<file path="src/rtl/btn_debounce_pkg.sv">
// Shared definitions for the push-button debouncer.
// Contents:
//   state_e                - per-channel qualification state; bit1 equals the debounced level
//   DEFAULT_STABLE_CYCLES  - 10 ms of stable samples at the 50 MHz board clock
//   state_is_busy()        - true while a candidate level change is being qualified
package btn_debounce_pkg;

  typedef enum logic [1:0] {
    ST_LOW  = 2'b00,
    ST_RISE = 2'b01,
    ST_FALL = 2'b10,
    ST_HIGH = 2'b11
  } state_e;

  localparam int unsigned DEFAULT_STABLE_CYCLES = 500000;

  // RISE and FALL are the two encodings whose bits differ.
  function automatic logic state_is_busy(input state_e st);
    return st[1] ^ st[0];
  endfunction

endpackage : btn_debounce_pkg

</file>
<file path="src/rtl/btn_debounce_ch.sv">
// One debounce channel: two-flop synchroniser, stability counter and qualification FSM.
// Ports:
//   clk     - system clock
//   rst     - asynchronous active-high reset
//   i_pin   - raw button pin, asynchronous to clk
//   o_db    - debounced level (registered)
//   o_busy  - high while a candidate level change is being qualified (registered)
module btn_debounce_ch
  import btn_debounce_pkg::*;
#(
  parameter int unsigned STABLE_CYCLES = DEFAULT_STABLE_CYCLES
) (
  input  logic clk,
  input  logic rst,
  input  logic i_pin,
  output logic o_db,
  output logic o_busy
);

  localparam int unsigned CNT_W = $clog2(STABLE_CYCLES);

  logic             r_sync1;
  logic             r_s;
  state_e           r_state;
  logic [CNT_W-1:0] r_cnt;
  logic             r_db;
  logic             r_busy;
  logic             w_cnt_done;

  // Two-flop synchroniser; only r_s is used downstream.
  always_ff @(posedge clk or posedge rst) begin
    if (rst) begin
      r_sync1 <= 1'b0;
      r_s     <= 1'b0;
    end else begin
      r_sync1 <= i_pin;
      r_s     <= r_sync1;
    end
  end

  // Terminal count: this sample completes STABLE_CYCLES consecutive equal samples.
  assign w_cnt_done = (r_cnt == CNT_W'(STABLE_CYCLES - 1));

  // Qualification FSM; outputs are decoded from the state being entered.
  always_ff @(posedge clk or posedge rst) begin
    if (rst) begin
      r_state <= ST_LOW;
      r_cnt   <= '0;
      r_db    <= 1'b0;
      r_busy  <= 1'b0;
    end else begin
      case (r_state)
        ST_LOW: begin
          if (r_s) begin
            r_state <= ST_RISE;
            r_cnt   <= CNT_W'(1);
            r_db    <= 1'b0;
            r_busy  <= 1'b1;
          end else begin
            r_state <= ST_LOW;
            r_cnt   <= '0;
            r_db    <= 1'b0;
            r_busy  <= 1'b0;
          end
        end
        ST_RISE: begin
          if (!r_s) begin
            // Glitch rejected; next candidate starts from scratch.
            r_state <= ST_LOW;
            r_cnt   <= '0;
            r_db    <= 1'b0;
            r_busy  <= 1'b0;
          end else if (w_cnt_done) begin
            r_state <= ST_HIGH;
            r_cnt   <= '0;
            r_db    <= 1'b1;
            r_busy  <= 1'b0;
          end else begin
            r_state <= ST_RISE;
            r_cnt   <= r_cnt + CNT_W'(1);
            r_db    <= 1'b0;
            r_busy  <= 1'b1;
          end
        end
        ST_HIGH: begin
          if (!r_s) begin
            r_state <= ST_FALL;
            r_cnt   <= CNT_W'(1);
            r_db    <= 1'b1;
            r_busy  <= 1'b1;
          end else begin
            r_state <= ST_HIGH;
            r_cnt   <= '0;
            r_db    <= 1'b1;
            r_busy  <= 1'b0;
          end
        end
        ST_FALL: begin
          if (r_s) begin
            // Release glitch; the button is still considered pressed.
            r_state <= ST_HIGH;
            r_cnt   <= '0;
            r_db    <= 1'b1;
            r_busy  <= 1'b0;
          end else if (w_cnt_done) begin
            r_state <= ST_LOW;
            r_cnt   <= '0;
            r_db    <= 1'b0;
            r_busy  <= 1'b0;
          end else begin
            r_state <= ST_FALL;
            r_cnt   <= r_cnt + CNT_W'(1);
            r_db    <= 1'b1;
            r_busy  <= 1'b1;
          end
        end
        default: begin
          r_state <= ST_LOW;
          r_cnt   <= '0;
          r_db    <= 1'b0;
          r_busy  <= 1'b0;
        end
      endcase
    end
  end

  assign o_db   = r_db;
  assign o_busy = r_busy;

endmodule : btn_debounce_ch

</file>
<file path="src/rtl/btn_debounce.sv">
// Multi-channel push-button debouncer for the calculator front panel.
// Ports:
//   clk       - system clock
//   rst       - asynchronous active-high reset
//   btn_in    - raw button pins [N_BTN], asynchronous to clk
//   btn_db    - debounced level per channel (registered)
//   btn_busy  - per-channel qualification-in-progress flag (registered)
module btn_debounce
  import btn_debounce_pkg::*;
#(
  parameter int unsigned N_BTN         = 4,
  parameter int unsigned STABLE_CYCLES = DEFAULT_STABLE_CYCLES
) (
  input  logic             clk,
  input  logic             rst,
  input  logic [N_BTN-1:0] btn_in,
  output logic [N_BTN-1:0] btn_db,
  output logic [N_BTN-1:0] btn_busy
);

  // Channels are fully independent copies.
  for (genvar gi = 0; gi < int'(N_BTN); gi++) begin : g_ch
    btn_debounce_ch #(
      .STABLE_CYCLES(STABLE_CYCLES)
    ) u_ch (
      .clk   (clk),
      .rst   (rst),
      .i_pin (btn_in[gi]),
      .o_db  (btn_db[gi]),
      .o_busy(btn_busy[gi])
    );
  end

endmodule : btn_debounce

</file>
<file path="config.mk">
export PLATFORM = sky130hd
export DESIGN_NAME = btn_debounce
export DESIGN_NICKNAME = d
export VERILOG_FILES = /design/src/rtl/btn_debounce_pkg.sv /design/src/rtl/btn_debounce_ch.sv /design/src/rtl/btn_debounce.sv
export SDC_FILE = /design/constraint.sdc
export NUM_CORES = 1
export LEC_CHECK = 0
export ABC_AREA = 1
export ABC_CLOCK_PERIOD_IN_PS = 10000
export CAP_MARGIN = 20
export CORE_MARGIN = 8
export CORE_UTILIZATION = 50
export CTS_CLUSTER_SIZE = 16
export DETAILED_ROUTE_END_ITERATION = 12
export HOLD_SLACK_MARGIN = 0.03
export PLACE_DENSITY = 0.72
export SYNTH_ARGS = -nofsm -noshare
export SYNTH_HDL_FRONTEND = slang
export SYNTH_SLANG_ARGS = --single-unit
</file>
<file path="constraint.sdc">
create_clock -name clk -period 10 [get_ports clk]
set_clock_uncertainty 0.15 [all_clocks]
set_input_delay 2 -clock clk [delete_from_list [all_inputs] [get_ports clk]]
set_output_delay 2 -clock clk [all_outputs]
set_load 0.01 [all_outputs]
</file>
==> results by group <==
Status
  – Status: complete, no violations

Detailed routing
  – Post-Route WL: 9570 um
  – Post-DR wirelength/cell: 11.6 um
  – Drt first pass iters: 4
  – Vias per inst: approximately 5.0
  – Vias: 4115
  – DRC: 0
  – Drt first-iter violations: 180
  – Antenna-violating nets left: 0

CTS
  – Clock sink total: 96
  – Post-CTS Setup Bufs: 0
  – H-Tree Depth: 3
  – Longest Clk Path Bufs: 2
  – Root Buffer: clkbuf_8
  – Cts bufs inserted: 9
  – Worst-path clk slew: 100 ps
  – CTS tree: yes
  – Clk_lat worst skew: 370 ps
  – PostCTS Resize Cnt: 0
  – Hold bufs inserted after CTS: 0

Setup path
  – Worst setup EP type: primary output
  – Critical Path Source Type: flip-flop
  – Buf+Inv Stages, Crit Path: 1
  – Crit path kind: flip-flop to primary output
  – Crit-path max cell delay: between 500 and 600 ps
  – Crit Path Max Fanout: 6
  – CP max stage cell: clkdlybuf4s50_1
  – Crit path arrival time: 1390 ps
  – WP data required: 7850 ps
  – CP Cell Sequence: clkdlybuf4s50_1
  – Crit path max-delay family: buffers and inverters

STA
  – Setup violators final: 0
  – Final min period: 3540 ps
  – Endpoints failing hold: 0
  – Fin crit share: 35.4%
  – Setup TNS: 0 ps
  – Rel. slew slack: a little over two fifths
  – Worst-margin pin slew: around 860 ps
  – Final max-slew violation count: 0
  – Max Clock Freq: 283 MHz
  – Unrepaired setup endpoints after global routing: false

Power
  – Internal: roughly 0.00055 W
  – Sequential power share: 55.8%
  – Clock share of power: 39.0%
  – Sw Share: 23.5%
  – Combinational share of power: 5.2%
  – VDD IR max: 0.0000721 V
  – Sw Pwr: 0.000168 W
  – PwrDens: 126 mW/mm^2
  – Tot Pwr: between 0.0007 and 0.0008 W
  – P_leak: around 2.3 nW

Finish
  – Filler Cells Inserted: 965
  – Ant. Diodes: 0
  – Commonest non-fill, non-tap cell in the layout: nand2_1
  – Nets: roughly 690
  – Layout area overhead: 7.67%
  – Post-route cell area: ~0.0057 mm^2
  – Share of layout cells above drive strength 1: 13.8%
  – Final Non-Filler Cells: 824
  – Most frequent cells in the layout: nand2_1, nor2_1, dfrtp_1

Logic synthesis
  – Synthesized area per cell: 7.84 um^2
  – Synth top area share: 45.5%
  – Cell area after synthesis: 0.00528 mm^2
  – Synth area leader: dfrtp_1
  – Top cells by area, synth: dfrtp_1, nand2_1, nor2_1, inv_1, nand3_1
  – Synthesized Nets: 684
  – YS warnings: 0
  – Register area share after synthesis: between 40% and 50%
  – Yosys reg bits: 96
  – Mapped Cells: 674
  – Unique cell type count in the Yosys netlist: 37

Floorplan
  – # IOs: 14
  – Die width: 119 um
  – Die area: 0.0141 mm^2
  – Core area: 0.0103 mm^2
  – Die Ht: 119 um
  – Cell Rows: 37
  – Initial core utilization: between 50 and 60%

Worst hold path
  – Hold crit path type: flip-flop to flip-flop

GRT
  – Total grt overflow: 0
  – Tot GR Track Use: 13.8%
  – Initial antenna violation count: 0
  – First-pass GRT wire length: 16600 um
  – Largest net degree at the start of global routing: 73
  – Vias in the first global route: just under 4000

Place
  – Placed cell areas: 0.00547 mm^2
  – Routability Congestion: about 0.9
  – Post-DP HPWL: 7040 um
  – Port bufs: 13
  – # placed instances: a little over 800

Flow run
  – Max Cap Violations: 0
flip-flops by register name (all words and copies together), names as in the netlist:
| name | cells |
|---|---|
| g_ch.u_ch.r_sync1 | 4 |
| g_ch.u_ch.r_state | 5 |
| g_ch.u_ch.r_cnt | 76 |
| g_ch.u_ch.r_s | 4 |
| g_ch.u_ch.o_db | 3 |
| g_ch.u_ch.o_busy | 4 |
metal layers:
metal	track usage, %	routed length (um)	vias to the layer above
met4	5.93	206	0
met5	0	0	-
li1	-	-	2117
met2	22.7	4410	53
met3	3.05	324	20
met1	17.3	4630	1925
power by group through the flow:
stage | Sequential [W] | Combinational [W] | Clock (W)
global placement | 0.000408 | 0.0000381 | 0
detailed placement | 0.000408 | 0.0000388 | 0
floorplan | 0.000407 | 0.0000311 | 0
finish | 0.000401 | 0.0000375 | 0.000280
CTS | 0.000401 | 0.0000389 | 0.000289
global route | 0.000402 | 0.0000432 | 0.000302
worst paths after layout:
| path | from | to | slack [ps] | depth (start not counted) |
|---|---|---|---|---|
| min | g_ch[2].u_ch.r_sync1$_DFF_PP0_ | g_ch[2].u_ch.r_s$_DFF_PP0_ | 210 | 0 |
| max in group asynchronous | rst | g_ch[1].u_ch.r_cnt[4]$_DFF_PP0_ | 6750 | 3 |
| max | g_ch[3].u_ch.o_db$_DFF_PP0_ | btn_db[3] | 6460 | 1 |
| max reg2reg | g_ch[1].u_ch.r_cnt[0]$_DFF_PP0_ | g_ch[1].u_ch.r_cnt[18]$_DFF_PP0_ | 7930 | 10 |
| min reg2reg | g_ch[2].u_ch.r_sync1$_DFF_PP0_ | g_ch[2].u_ch.r_s$_DFF_PP0_ | 210 | 0 |
| min in group asynchronous | rst | g_ch[0].u_ch.o_busy$_DFF_PP0_ | 1780 | 2 |
per-stage QoR:
step / hold WS (ps) / util (%) / setup WS [ps]
3_5_place_dp: 186 / 53.2 / 6240
3_3_place_gp: 183 / 53.2 / 6250
2_1_floorplan: 181 / - / 5340
6_report: 207 / 55.4 / 6460
4_1_cts: 209 / 55.4 / 6450
5_1_grt: 216 / 55.4 / 6400
kinds of logic after synthesis:
logic type               after synthesis  share of synthesized area, %
AO/OA/AOI/OAI                         51                          5.99
XOR/XNOR                              19                          3.15
adder cells (fa/ha/maj)                4                         0.947
buffers and inverters                105                          8.67
flip-flops                            96                          45.5
AND/OR/NAND/NOR                      399                          35.8
Yosys cell counts:
library cell and count:
o21bai_1 1, a211oi_2 3, o21ai_1 1, nand2_4 2
a22o_1 3, nor4_1 1, xor2_1 13, o211ai_1 1
buf_4 8, a31oi_1 1, or2_2 2, inv_1 82
o21ai_0 20, buf_6 3, clkbuf_1 4, nor2_2 24
dfrtp_1 96, nand2_1 142, ha_1 4, nor2_8 1
a21oi_1 16, nand4_1 10, nor3_4 1, o21bai_2 1
and3_1 1, nor2_4 9, nand3_1 33, nand3b_1 3
inv_2 7, nor2_1 123, nand3_2 5, nor3_2 7
nand2_2 12, xnor2_1 6, a21oi_2 4, nor3_1 23
buf_8 1
layout make-up:
class / count / area (um^2) / area share, %
Clock buffer: 10 / 128 / 2.24
Clock inverter: 6 / 91.3 / 1.61
Inverter: 89 / 337 / 5.92
Multi-Input combinational cell: 473 / 2420 / 42.6
Sequential cell: 96 / 2400 / 42.2
Tap cell: 136 / 170 / 2.99
Timing Repair Buffer: 14 / 138 / 2.42
(Power assumes the default switching activity.)
